## src/rtl/uart_tx_queue_if.sv

```systemverilog
// Producer-side push port and transmitter-side launch/done port of the UART TX queue.
// The queue itself uses the slave view; the producer/transmitter side uses master.
interface uart_tx_queue_if #(
  parameter int DEPTH = 8
);
  localparam int AW = $clog2(DEPTH);

  logic          wr_en;
  logic [7:0]    wr_data;
  logic          full;
  logic          empty;
  logic [AW:0]   count;
  logic          ovf;
  logic          busy;
  logic          trmt;
  logic [7:0]    tx_data;
  logic          tx_done;

  modport master (
    output wr_en, wr_data, tx_done,
    input  full, empty, count, ovf, busy, trmt, tx_data
  );

  modport slave (
    input  wr_en, wr_data, tx_done,
    output full, empty, count, ovf, busy, trmt, tx_data
  );
endinterface

```

## src/rtl/uart_tx_queue.sv

```systemverilog
// Byte FIFO feeding a UART transmitter: pops one byte per launch, pulses trmt
// for a single cycle, then waits on tx_done before launching the next byte.
module uart_tx_queue #(
  parameter int DEPTH = 8
) (
  input  logic            clk,
  input  logic            rst,
  uart_tx_queue_if.slave  bus
);
  localparam int AW = $clog2(DEPTH);
  localparam logic [AW:0] FULL_CNT = (AW + 1)'(DEPTH);

  typedef enum logic [1:0] {IDLE, LAUNCH, WAIT} state_t;

  state_t        state;
  state_t        state_nxt;
  logic [7:0]    mem [DEPTH];
  logic [AW-1:0] wptr;
  logic [AW-1:0] rptr;
  logic [AW:0]   count;
  logic          ovf;
  logic          trmt;
  logic          trmt_nxt;
  logic [7:0]    tx_data;
  logic          full;
  logic          empty;
  logic          push;
  logic          pop;

  assign full  = (count == FULL_CNT);
  assign empty = (count == '0);
  // Registered full decides acceptance, so a push racing a pop on a full queue is dropped.
  assign push  = bus.wr_en && !full;

  always_comb begin
    state_nxt = state;
    pop       = 1'b0;
    trmt_nxt  = 1'b0;
    case (state)
      IDLE: begin
        if (!empty) begin
          pop       = 1'b1;
          trmt_nxt  = 1'b1;
          state_nxt = LAUNCH;
        end
      end
      // tx_done may still be high from the previous byte here, so it is not looked at.
      LAUNCH: state_nxt = WAIT;
      WAIT: begin
        if (bus.tx_done) state_nxt = IDLE;
      end
      default: state_nxt = IDLE;
    endcase
  end

  always_ff @(posedge clk) begin
    if (rst) begin
      state   <= IDLE;
      wptr    <= '0;
      rptr    <= '0;
      count   <= '0;
      ovf     <= 1'b0;
      trmt    <= 1'b0;
      tx_data <= 8'h00;
    end else begin
      state <= state_nxt;
      trmt  <= trmt_nxt;
      if (pop) begin
        tx_data <= mem[rptr];
        rptr    <= rptr + 1'b1;
      end
      if (push) wptr <= wptr + 1'b1;
      if (bus.wr_en && full) ovf <= 1'b1;
      case ({push, pop})
        2'b10:   count <= count + 1'b1;
        2'b01:   count <= count - 1'b1;
        default: count <= count;
      endcase
    end
  end

  always_ff @(posedge clk) begin
    if (push) mem[wptr] <= bus.wr_data;
  end

  assign bus.full    = full;
  assign bus.empty   = empty;
  assign bus.count   = count;
  assign bus.ovf     = ovf;
  assign bus.busy    = (state != IDLE);
  assign bus.trmt    = trmt;
  assign bus.tx_data = tx_data;
endmodule

```

## src/flat_wrapper.sv

```systemverilog
// flat-port wrapper written by rule: the top's interface ports become plain ports
module uart_tx_queue_flat 
#(
  parameter int DEPTH = 8
)
  (clk, rst, bus_wr_en, bus_wr_data, bus_tx_done, bus_full, bus_empty, bus_count, bus_ovf, bus_busy, bus_trmt, bus_tx_data);
  uart_tx_queue_if #(.DEPTH(DEPTH)) bus_i ();
  input  logic clk;
  input  logic rst;
  input wire logic [$bits(bus_i.wr_en)-1:0] bus_wr_en;
  input wire logic [$bits(bus_i.wr_data)-1:0] bus_wr_data;
  input wire logic [$bits(bus_i.tx_done)-1:0] bus_tx_done;
  output wire logic [$bits(bus_i.full)-1:0] bus_full;
  output wire logic [$bits(bus_i.empty)-1:0] bus_empty;
  output wire logic [$bits(bus_i.count)-1:0] bus_count;
  output wire logic [$bits(bus_i.ovf)-1:0] bus_ovf;
  output wire logic [$bits(bus_i.busy)-1:0] bus_busy;
  output wire logic [$bits(bus_i.trmt)-1:0] bus_trmt;
  output wire logic [$bits(bus_i.tx_data)-1:0] bus_tx_data;
  assign bus_i.wr_en = bus_wr_en;
  assign bus_i.wr_data = bus_wr_data;
  assign bus_i.tx_done = bus_tx_done;
  assign bus_full = bus_i.full;
  assign bus_empty = bus_i.empty;
  assign bus_count = bus_i.count;
  assign bus_ovf = bus_i.ovf;
  assign bus_busy = bus_i.busy;
  assign bus_trmt = bus_i.trmt;
  assign bus_tx_data = bus_i.tx_data;
  uart_tx_queue #(.DEPTH(DEPTH)) u_core (.clk(clk), .rst(rst), .bus(bus_i));
endmodule
```

## config.mk

```make
export PLATFORM = sky130hd
export DESIGN_NAME = uart_tx_queue_flat
export DESIGN_NICKNAME = d
export VERILOG_FILES = /design/src/rtl/uart_tx_queue_if.sv /design/src/rtl/uart_tx_queue.sv /design/src/flat_wrapper.sv
export SDC_FILE = /design/constraint.sdc
export NUM_CORES = 1
export LEC_CHECK = 0
export BUFFER_PORTS_ARGS = -buffer_cell sky130_fd_sc_hd__buf_2
export CAP_MARGIN = 20
export CORE_ASPECT_RATIO = 1.75
export CORE_UTILIZATION = 58
export CTS_CLUSTER_SIZE = 24
export DETAILED_ROUTE_END_ITERATION = 8
export PLACE_DENSITY = 0.83
export SYNTH_ARGS = -nofsm -noshare
export SYNTH_HDL_FRONTEND = slang
export SYNTH_SLANG_ARGS = --single-unit
```

## constraint.sdc

```tcl
create_clock -name clk -period 3.2 [get_ports clk]
set_clock_uncertainty 0.05 [all_clocks]
set_input_delay 0.64 -clock clk [delete_from_list [all_inputs] [get_ports clk]]
set_output_delay 0.64 -clock clk [all_outputs]
set_load 0.03 [all_outputs]
```

==> flow_summary.yaml <==
status:
  status: "completed"
timing:
  fin_tns_setup_ns: 0
  fmax_mhz: 357
  max_slew_margin: 0.415
  finalCriticalPeriod_ns: 2.80
  period_share: 0.875
  rsz0062_at_grt: "false"
  slew_viol_final: 0
  hold_violations: 0
  worstMarginPinSlew_ns: 0.876
  setup_viol: 0
synth:
  synth.top_cell.area_share: 0.569
  synthArstFlopShare: 0
  synth_most_common_cell: "edfxtp_1"
  synth_area_leaders: "edfxtp_1 57%, dfxtp_1 13%, mux4_2 11%"
  synth.cell_area_um2: 3380
  synth_ff_type: "edfxtp_1"
  synth_cell_type_count: 34
  syn_avg_cell_area_um2: 16.6
  synthTopCellsByCount: "64 x edfxtp_1, 23 x nor2_1, 22 x dfxtp_1"
  ys_warn_count: 0
  syn_inst: 204
  synth_edf_count: 64
  synth.largest_area_cell: "edfxtp_1"
  syn_nets: 221
  ys_seq_area_frac: 0.700
  yosys_register_bits: 86
worst_setup_path:
  reg2regPathDepth: 7
  r2r-end: "u_core.bus.count[3]$_SDFFE_PP0P_"
  crit_arrival_ns: 2.99
  reg2reg_slack_ns: 0.40
  crit_chain: "or4_4 -> clkinv_2 -> nor3_4 -> ha_1 -> or3_1 -> o32ai_1 -> mux2_2"
  slowest_delay_ns: 0.49
  crit_fanout: 12
  cp_slowest_cell: "nor3_4"
  timing.rr.start: "u_core.bus.count[1]$_SDFFE_PP0P_"
  cp-start-kind: "flip-flop"
  worstSetupEndpointType: "flip-flop"
  crit_required_ns: 3.39
  path_class: "reg -> reg"
placement:
  hpwl_um: 3930
  placedCellCount: 309
  gp_congestion: 0.739
  io_buffers: 28
  place_area_um2: 3630
final_layout:
  final_core_util: 0.683
  diodes: 0
  final-instance-count-excl-fill: 325
  final_nets: 261
  areaGrowthSynthToFinish_pct: 13.0
  final_area_um2: 3820
  drive_gt1_frac: 0.297
route:
  vias: 1864
  drc_errors: 0
  detail-route-antenna-nets: 0
  wirelength_um: 6110
  via_per_inst: 5.74
  drtPass1Iterations: 4
  wl_per_cell_um: 18.8
  first_iter_violations: 77
floorplan:
  die_h_um: 103
  die_w_um: 59.7
  num_rows: 36
  coreArea_um2: 5590
  io_pins: 29
  initial_core_util: 0.605
  die-area_um2: 6140
pwr:
  peakVddDrop_mv: 0.407
  power_density_nw_per_um2: 856
  leakagePower_uw: 0.00136
cts:
  post_cts_buffers: 0
  clk_pin_slew_ns: 0.08
  htreeDepth: 3
  cts_buffer_depth: 2
  cts.sinks: 86
  cts_made_buffers: 9
  ctsHoldBuffers: 0
  clk_latency_ns: 0.35
  cts_tree: "built"
  root_buffer: "clkbuf_8"
  cts_resized: 0
global_route:
  grt_usage: 0.226
  grt_overflow_total: 0
  antenna_found_initial: 0
  grt_start_max_net_pins: 24
  grt_first_pass_wirelength_um: 9190
  grt_pass1_vias: 1786
min_path:
  hp-class: "reg -> reg"
  hp-start: "u_core.bus.ovf$_SDFFE_PP0P_"
  min_path_cells: 2
  holdPathEnd: "u_core.bus.ovf$_SDFFE_PP0P_"
job:
  max_cap_viol_count: 0
[layout by cell type, fill, tap and decap left out]
| master | instances |
|---|---|
| o21ai_0 | 1 |
| a21oi_1 | 5 |
| o22ai_1 | 8 |
| a31oi_1 | 1 |
| mux4_2 | 16 |
| bufinv_16 | 1 |
| clkinvlp_4 | 1 |
| nor3_4 | 1 |
| clkinv_2 | 3 |
| nor3_1 | 14 |
| buf_4 | 9 |
| ha_1 | 5 |
| mux2i_1 | 3 |
| nor2_1 | 23 |
| nand3_4 | 2 |
| nand2b_1 | 2 |
| dfxtp_1 | 22 |
| xnor2_2 | 1 |
| clkbuf_1 | 3 |
| nor2b_1 | 4 |
| xnor2_1 | 1 |
| clkbuf_8 | 9 |
| or4_4 | 1 |
| mux2_2 | 1 |
| o32ai_1 | 1 |
| or3_1 | 2 |
| buf_2 | 28 |
| nand3_1 | 4 |
| nand2_4 | 1 |
| inv_1 | 3 |
| nand2_1 | 2 |
| or4b_1 | 1 |
| edfxtp_1 | 64 |
| nor4_1 | 1 |
| xor2_1 | 5 |
[cell type report]
cell class	instances	area (µm²)
clock buffers	12	135
clock inverters	4	47.5
fillers	396	1770
inverters	4	16.3
multi-input cells	106	952
flip-flops and latches	86	2360
well taps	76	95.1
repair buffers	37	208
[kinds of logic (layout without fill, tap and decap cells)]
kind of cell	after synthesis	in the layout	share of synthesized area
AOI/OAI and AO/OA	16	16	0.0282
xor gates and xnor gates	7	7	0.0204
adders and majority gates	5	5	0.0185
buffers and inverters	12	57	0.0204
DFF	86	86	0.700
muxes	20	20	0.119
and+or+nand+nor	58	58	0.0941
[through the flow]
| step | hold slack [ns] | setup WS (ns) | total power, µW |
|---|---|---|---|
| finish | 0.420 | 0.399 | 3270 |
| global route | 0.468 | 0.249 | 3440 |
| CTS | 0.431 | 0.115 | 3290 |
| detailed placement | 0.413 | 0.129 | 2590 |
| global placement | 0.393 | 0.256 | 2540 |
| floorplan | 0.448 | 0.405 | 2340 |
[per-layer routing]
layer / global-route usage / part of all wire / routed length, µm
met1: 0.251 / 0.36 / 2200
met2: 0.396 / 0.56 / 3450
met3: 0.0652 / 0.054 / 328
met4: 0.0984 / 0.021 / 131
met5: 0 / 0 / 0
[how the worst max path moves through the flow]
stage | startpoint | endpoint | slack (ns) | depth (start not counted)
3_3_place_gp | u_core.bus.count[0]$_SDFFE_PP0P_ | u_core.bus.count[3]$_SDFFE_PP0P_ | 0.26 | 7
4_1_cts | u_core.bus.count[1]$_SDFFE_PP0P_ | u_core.bus.count[3]$_SDFFE_PP0P_ | 0.11 | 7
6_report | u_core.bus.count[1]$_SDFFE_PP0P_ | u_core.bus.count[3]$_SDFFE_PP0P_ | 0.40 | 7
3_5_place_dp | u_core.bus.count[1]$_SDFFE_PP0P_ | u_core.bus.count[3]$_SDFFE_PP0P_ | 0.13 | 7
2_1_floorplan | u_core.bus.count[0]$_SDFFE_PP0P_ | u_core.bus.count[3]$_SDFFE_PP0P_ | 0.41 | 8
5_1_grt | u_core.bus.count[1]$_SDFFE_PP0P_ | u_core.bus.count[2]$_SDFFE_PP0P_ | 0.25 | 10
[worst max-delay path: cells and delay by family, from the launching register on]
family | cells | cell delay (ns)
compound gates | 1 | 0.17
fa+ha+maj | 1 | 0.41
buf+inv | 1 | 0.10
flops | 1 | 0.46
mux | 1 | 0.38
simple gates | 3 | 1.12
[sequential cells by signal, indices dropped and copies added, names as in the netlist]
signal	cells
u_core.wptr	3
u_core.bus.count	4
u_core.mem	64
u_core.rptr	3
u_core.bus.ovf	1
u_core.bus.trmt	1
u_core.bus.tx_data	8
u_core.state	2
[report_power, final]
part | internal, µW | switching [µW] | total, µW
clock | 359 | 344 | 703
sequential | 1330 | 117 | 1450
combinational | 460 | 656 | 1120
Note: power is estimated with default switching activity, not from simulation.
